**src/rtl/token_client_pkg.sv**
```systemverilog
// token_client_pkg
//   Handshake and boolean codes shared with the tree-arbiter cells, plus a
//   small helper for decoding the arbiter's inverted boolean encoding.
//   No ports (package).
package token_client_pkg;

    // Handshake code driven on ur; the values match the arbiter cells.
    typedef enum logic [1:0] {
        HS_IDLE    = 2'd0,
        HS_REQUEST = 2'd1,
        HS_LOCK    = 2'd2,
        HS_RELEASE = 2'd3
    } hs_code_t;

    // The arbiter network uses an inverted boolean: 0 means true.
    localparam logic BOOL_TRUE  = 1'b0;
    localparam logic BOOL_FALSE = 1'b1;

    // Decode a shared-encoding boolean into a plain active-high flag.
    function automatic logic isTrue(input logic b);
        return (b == BOOL_TRUE);
    endfunction

endpackage

```
**src/rtl/token_client_if.sv**
```systemverilog
// token_client_if
//   Bundles the job port (job_valid/job_len/job_ready), the arbiter
//   handshake (ur/ua) and the status flags of one token_client agent.
//   Modports:
//     master - the agent: drives ur, job_ready and status; samples job and ua
//     slave  - the environment: job source plus leaf arbiter cell
interface token_client_if #(
    parameter int LEN_W = 4
);
    logic             job_valid;
    logic [LEN_W-1:0] job_len;
    logic             job_ready;
    logic [1:0]       ur;
    logic             ua;
    logic             busy;
    logic             done;
    logic             starve;
    logic             proto_err;

    modport master (
        input  job_valid, job_len, ua,
        output job_ready, ur, busy, done, starve, proto_err
    );

    modport slave (
        output job_valid, job_len, ua,
        input  job_ready, ur, busy, done, starve, proto_err
    );
endinterface

```
**src/rtl/token_client_sat_counter.sv**
```systemverilog
// token_client_sat_counter
//   Up-counter that stops at MAX instead of wrapping; clr has priority over inc.
//   Ports:
//     clk, rst_n - clock, asynchronous active-low reset
//     clr        - synchronous clear to zero
//     inc        - count up by one (holds at MAX)
//     count      - current value
module token_client_sat_counter #(
    parameter int MAX = 8,
    parameter int W   = $clog2(MAX + 1)
) (
    input  logic         clk,
    input  logic         rst_n,
    input  logic         clr,
    input  logic         inc,
    output logic [W-1:0] count
);

    // Saturating count register.
    always_ff @(posedge clk or negedge rst_n) begin
        if (!rst_n) begin
            count <= '0;
        end else if (clr) begin
            count <= '0;
        end else if (inc && (count != W'(MAX))) begin
            count <= count + W'(1);
        end else begin
            count <= count;
        end
    end

endmodule

```
**src/rtl/token_client.sv**
```systemverilog
// token_client
//   Processor-side agent for the tree-arbiter handshake. Takes jobs of N
//   resource cycles, requests the resource from a leaf arbiter, holds it for
//   at most MAX_HOLD cycles per grant and re-requests for any remainder.
//   Ports:
//     clk, rst_n - clock, asynchronous active-low reset
//     bus        - token_client_if.master: job port, ur/ua handshake, and the
//                  busy / done / starve / proto_err status flags
module token_client
    import token_client_pkg::*;
#(
    parameter int LEN_W       = 4,
    parameter int MAX_HOLD    = 8,
    parameter int REQ_TIMEOUT = 15
) (
    input  logic           clk,
    input  logic           rst_n,
    token_client_if.master bus
);

    localparam int HOLD_W = $clog2(MAX_HOLD + 1);
    localparam int WAIT_W = $clog2(REQ_TIMEOUT + 1);

    hs_code_t          state;
    logic [LEN_W-1:0]  remaining;
    logic              busyR;
    logic              doneR;
    logic              starveR;
    logic              protoErrR;

    logic [HOLD_W-1:0] holdCnt;
    logic [WAIT_W-1:0] waitCnt;

    logic grant;
    logic jobReady;
    logic accept;
    logic holdClr;
    logic holdInc;
    logic waitClr;
    logic waitInc;
    logic lastLock;
    logic waitHit;

    assign grant    = isTrue(bus.ua);
    assign jobReady = (state == HS_IDLE) && (remaining == '0);
    assign accept   = bus.job_valid && jobReady;

    assign holdClr  = (state == HS_REQUEST) && grant;
    assign holdInc  = (state == HS_LOCK);
    // Cleared both on acceptance and when a (re-)request starts from IDLE.
    assign waitClr  = accept || ((state == HS_IDLE) && (remaining != '0));
    assign waitInc  = (state == HS_REQUEST) && !grant;

    // This LOCK cycle is the last one of the grant: either the job runs out
    // or the hold cap is reached (holdCnt counts LOCK cycles already done).
    assign lastLock = (remaining <= LEN_W'(1)) || (holdCnt == HOLD_W'(MAX_HOLD - 1));
    // The ungranted REQ cycle in progress brings wait_cnt to REQ_TIMEOUT.
    assign waitHit  = (waitCnt >= WAIT_W'(REQ_TIMEOUT - 1));

    token_client_sat_counter #(.MAX(MAX_HOLD), .W(HOLD_W)) uHoldCnt (
        .clk   (clk),
        .rst_n (rst_n),
        .clr   (holdClr),
        .inc   (holdInc),
        .count (holdCnt)
    );

    token_client_sat_counter #(.MAX(REQ_TIMEOUT), .W(WAIT_W)) uWaitCnt (
        .clk   (clk),
        .rst_n (rst_n),
        .clr   (waitClr),
        .inc   (waitInc),
        .count (waitCnt)
    );

    // Handshake FSM with its registered status outputs and job bookkeeping.
    always_ff @(posedge clk or negedge rst_n) begin
        if (!rst_n) begin
            state     <= HS_IDLE;
            remaining <= '0;
            busyR     <= 1'b0;
            doneR     <= 1'b0;
            starveR   <= 1'b0;
            protoErrR <= 1'b0;
        end else begin
            doneR <= 1'b0;
            // A grant is only meaningful while requesting.
            if (grant && (state != HS_REQUEST)) begin
                protoErrR <= 1'b1;
            end else begin
                protoErrR <= protoErrR;
            end

            case (state)
                HS_IDLE: begin
                    if (accept) begin
                        remaining <= bus.job_len;
                        starveR   <= 1'b0;
                        // A null job completes without touching the arbiter.
                        doneR     <= (bus.job_len == '0);
                    end else if (remaining != '0) begin
                        state <= HS_REQUEST;
                    end else begin
                        state <= HS_IDLE;
                    end
                end
                HS_REQUEST: begin
                    if (grant) begin
                        state <= HS_LOCK;
                        busyR <= 1'b1;
                    end else if (waitHit) begin
                        starveR <= 1'b1;
                    end else begin
                        starveR <= starveR;
                    end
                end
                HS_LOCK: begin
                    if (remaining != '0) begin
                        remaining <= remaining - LEN_W'(1);
                    end else begin
                        remaining <= remaining;
                    end
                    if (lastLock) begin
                        state <= HS_RELEASE;
                        busyR <= 1'b0;
                        doneR <= (remaining <= LEN_W'(1));
                    end else begin
                        state <= HS_LOCK;
                    end
                end
                HS_RELEASE: begin
                    state <= HS_IDLE;
                end
                default: begin
                    state <= HS_IDLE;
                    busyR <= 1'b0;
                end
            endcase
        end
    end

    assign bus.ur        = state;
    assign bus.job_ready = jobReady;
    assign bus.busy      = busyR;
    assign bus.done      = doneR;
    assign bus.starve    = starveR;
    assign bus.proto_err = protoErrR;

endmodule

```
**src/flat_wrapper.sv**
```systemverilog
// flat-port wrapper written by rule: the top's interface ports become plain ports
module token_client_flat import token_client_pkg::*;
#(
    parameter int LEN_W       = 4,
    parameter int MAX_HOLD    = 8,
    parameter int REQ_TIMEOUT = 15
)
  (clk, rst_n, bus_job_valid, bus_job_len, bus_ua, bus_job_ready, bus_ur, bus_busy, bus_done, bus_starve, bus_proto_err);
  token_client_if #(.LEN_W(LEN_W)) bus_i ();
  input  logic clk;
  input  logic rst_n;
  input wire logic [$bits(bus_i.job_valid)-1:0] bus_job_valid;
  input wire logic [$bits(bus_i.job_len)-1:0] bus_job_len;
  input wire logic [$bits(bus_i.ua)-1:0] bus_ua;
  output wire logic [$bits(bus_i.job_ready)-1:0] bus_job_ready;
  output wire logic [$bits(bus_i.ur)-1:0] bus_ur;
  output wire logic [$bits(bus_i.busy)-1:0] bus_busy;
  output wire logic [$bits(bus_i.done)-1:0] bus_done;
  output wire logic [$bits(bus_i.starve)-1:0] bus_starve;
  output wire logic [$bits(bus_i.proto_err)-1:0] bus_proto_err;
  assign bus_i.job_valid = bus_job_valid;
  assign bus_i.job_len = bus_job_len;
  assign bus_i.ua = bus_ua;
  assign bus_job_ready = bus_i.job_ready;
  assign bus_ur = bus_i.ur;
  assign bus_busy = bus_i.busy;
  assign bus_done = bus_i.done;
  assign bus_starve = bus_i.starve;
  assign bus_proto_err = bus_i.proto_err;
  token_client #(.LEN_W(LEN_W), .MAX_HOLD(MAX_HOLD), .REQ_TIMEOUT(REQ_TIMEOUT)) u_core (.clk(clk), .rst_n(rst_n), .bus(bus_i));
endmodule
```
**config.mk**
```make
export PLATFORM = sky130hd
export DESIGN_NAME = token_client_flat
export DESIGN_NICKNAME = d
export VERILOG_FILES = /design/src/rtl/token_client_pkg.sv /design/src/rtl/token_client_if.sv /design/src/rtl/token_client_sat_counter.sv /design/src/rtl/token_client.sv /design/src/flat_wrapper.sv
export SDC_FILE = /design/constraint.sdc
export NUM_CORES = 1
export LEC_CHECK = 0
export CORE_ASPECT_RATIO = 1.25
export CORE_MARGIN = 8
export CORE_UTILIZATION = 31
export CTS_BUF_LIST = sky130_fd_sc_hd__clkbuf_8
export DETAILED_ROUTE_END_ITERATION = 6
export PLACE_DENSITY = 0.52
export SYNTH_ARGS = -nofsm -noshare
export SYNTH_HDL_FRONTEND = slang
export SYNTH_SLANG_ARGS = --single-unit
```
**constraint.sdc**
```tcl
create_clock -name clk -period 3.2 [get_ports clk]
set_input_delay 0.64 -clock clk [delete_from_list [all_inputs] [get_ports clk]]
set_output_delay 0.64 -clock clk [all_outputs]
set_load 0.05 [all_outputs]
```
==> impl_metrics.yaml <==
worst_hold_path:
  worst_hold_path_type: "flop to flop"
grt:
  antenna_found_initial: 0
  track_usage: 0.100
  use_met2: 0.161
  grt.busiest_layer: "met2"
  grt_pass1_wl_microns: 4890
  gr-total-overflow: 0
  grt_max_degree: 19
  grtUsageMet3: 0.0250
  grt_pass1_vias: 1030
  use_met1: 0.125
floorplanning:
  die_h_microns: 84.8
  start_util: 0.318
  coreArea_sq_mm: 0.00369
  ios: 15
  die_area_sq_mm: 0.00602
  num_rows: 25
  dieWidth_microns: 71.0
synth:
  yosysMostFrequentCell: "dfrtp_1"
  syn_area_per_cell_sq_um: 9.53
  yosysTopAreaCell: "dfrtp_1"
  synthesis.area_sq_mm: 0.00117
  ys_ff_latch: 18
  synth_top_cells_by_area: "dfrtp_1 38%, ha_1 11%, a21oi_1 4.3%, inv_1 4.2%, o21ai_0 3.0%"
  ys_top_cells_by_count: "18 x dfrtp_1, 13 x inv_1, 10 x a21oi_1, 10 x ha_1, 7 x o21ai_0"
  yosysWarnings: 0
  synth_nets: 141
  synthCells: 123
  synth_top_cell_area_share: 0.384
  synthArstFlopShare: 1.00
  yosys.cell_types.count: 44
  synth_edf_count: 0
  synth_seq_area_share: 0.384
  synthFlopType: "dfrtp_1"
timing:
  slew_headroom: 0.413
  worst_hold_slack_ns: 0.474
  fin_setup_tns_ns: 0
  worst_pin_slew_ns: 0.878
  setup_viol: 0
  finalWorstPathRequiredPeriod_ns: 2.60
  hold_violations: 0
  period_share: 0.814
  drv_slew: 0
  rsz0062_at_grt: "false"
  fin_skew_ns: 0.000976
  fmax_ghz: 0.384
detailed_routing:
  via_per_inst: 5.53
  drc: 0
  antenna_left: 0
  vias: 990
  dr.pass1.iters: 4
  wire_per_inst_microns: 15.5
  drtIter0Drc: 36
  wirelength_microns: 2770
cts:
  post_cts.repair.setup_buffers: 0
  cts_tree: "done"
  htree_levels: 1
  cts.clk_slew.worst_paths_ns: 0.07
  cts_buffers: 3
  cts_sinks: 18
  cts_resized: 0
  ctsHoldBuffers: 0
  cts_max_path_buffers: 2
  clkLatencyLatePin_ns: 0.25
  cts_root_buf: "clkbuf_8"
pwr:
  power.density_mw_per_mm2: 789
  p_leak_nw: 0.614
  irDropWorstVdd_mv: 0.242
critical_path:
  cp_data_arrival_time_ns: 1.96
  required_ns: 2.56
  worst_setup_path_end_kind: "output port"
  critPathKind: "flop to output port"
  start_kind: "flop"
  cp_max_fo: 7
place:
  io_buffers: 14
  globalplace.congestion: 0.856
  hpwl_microns: 2100
  dp_cells: 175
status:
  outcome: "finished clean"
final_layout:
  diodes: 0
  syn_to_final_growth_pct: 19.6
  nNetsFinal: 158
  drive_above_1_share: 0.0647
  layout.cells.non_filler: 179
flow_run:
  cap_violations: 0
==> critical path, cell delays in order (launching register included) <==
cell and delay [ns]:
dfrtp_1 0.44, inv_1 0.11, ha_1 0.21, or3b_1 0.51
nor2_1 0.21, buf_4 0.23
==> registers in the layout (all words and copies together) (netlist names) <==
name / count
u_core.bus.busy: 1
u_core.bus.done: 1
u_core.bus.proto_err: 1
u_core.bus.starve: 1
u_core.bus.ur: 2
u_core.remaining: 4
u_core.uHoldCnt.count: 4
u_core.uWaitCnt.count: 4
==> metal layers <==
metal / vias to the layer above / wire [microns]
li1: 491 / -
met2: 21 / 1350
met1: 476 / 1270
met4: 0 / 19
met3: 2 / 135
met5: - / 0
==> cell type report <==
type / instances / area, sq um
fill: 385 / 2290
multi-input combinational: 89 / 653
sequential: 18 / 450
timing repair buffer: 15 / 145
clock buffer: 4 / 55.1
tap: 40 / 50.0
inverter: 13 / 48.8
==> cells in the final DEF, fill, tap and decap left out, types with 2 or more instances in the layout <==
cell             netlist  routed
a21oi_1               10      10
and3_1                 2       2
buf_4                  0       2
clkbuf_8               0       4
clkdlybuf4s50_1        0      13
dfrtp_1               18      18
ha_1                  10      10
inv_1                 13      13
nand2_1                5       5
nand2b_1               2       2
nand3_1                5       5
nand3b_1               2       2
nand4_1                2       2
nand4b_1               3       3
nor2_1                 4       4
nor2b_1                3       3
o21ai_0                7       7
o311a_1                2       2
o31ai_1                3       3
or3_1                  5       5
==> final timing paths <==
path                                                  start                               end  slack [ns]  cells past startpoint
min                        u_core.bus.proto_err$_DFFE_PN0P_  u_core.bus.proto_err$_DFFE_PN0P_        0.47                      1
max in group asynchronous                             rst_n       u_core.bus.busy$_DFFE_PN0P_        1.78                      1
max reg2reg                 u_core.remaining[0]$_DFFE_PN0P_      u_core.bus.ur[1]$_DFFE_PN0P_        1.29                      5
min in group asynchronous                             rst_n      u_core.bus.ur[0]$_DFFE_PN0P_        0.88                      1
min reg2reg                u_core.bus.proto_err$_DFFE_PN0P_  u_core.bus.proto_err$_DFFE_PN0P_        0.47                      1
max                         u_core.remaining[0]$_DFFE_PN0P_                     bus_job_ready        0.60                      5
==> where the power goes <==
part	total (W)	internal, W	switching, W	leakage (nW)
combinational	0.000540	0.000214	0.000325	0.365
clock	0.000190	0.000109	0.0000806	0.0288
sequential	0.000377	0.000299	0.0000779	0.221
total	0.00111	0.000623	0.000484	0.614
==> cells by family (layout without fill, tap and decap cells) <==
family,count (synthesis),after routing,synth area share
DFF,18,18,0.384
buffers and inverters,16,32,0.0587
muxes,2,2,0.0181
xor gates and xnor gates,1,1,0.00747
and+or+nand+nor,42,42,0.221
adders and majority gates,10,10,0.107
AOI/OAI and AO/OA,34,34,0.204
==> through the flow <==
step	area, sq um	power (W)	utilization	worst slack (ns)
2_1_floorplan	1170	0.000767	-	0.569
3_3_place_gp	1350	0.000917	0.365	0.952
3_5_place_dp	1350	0.000928	0.365	0.889
4_1_cts	1400	0.00113	0.380	0.605
5_1_grt	1400	0.00121	0.380	0.450
6_report	1400	0.00111	0.380	0.597
No activity file was read; power rests on OpenSTA's default activity.
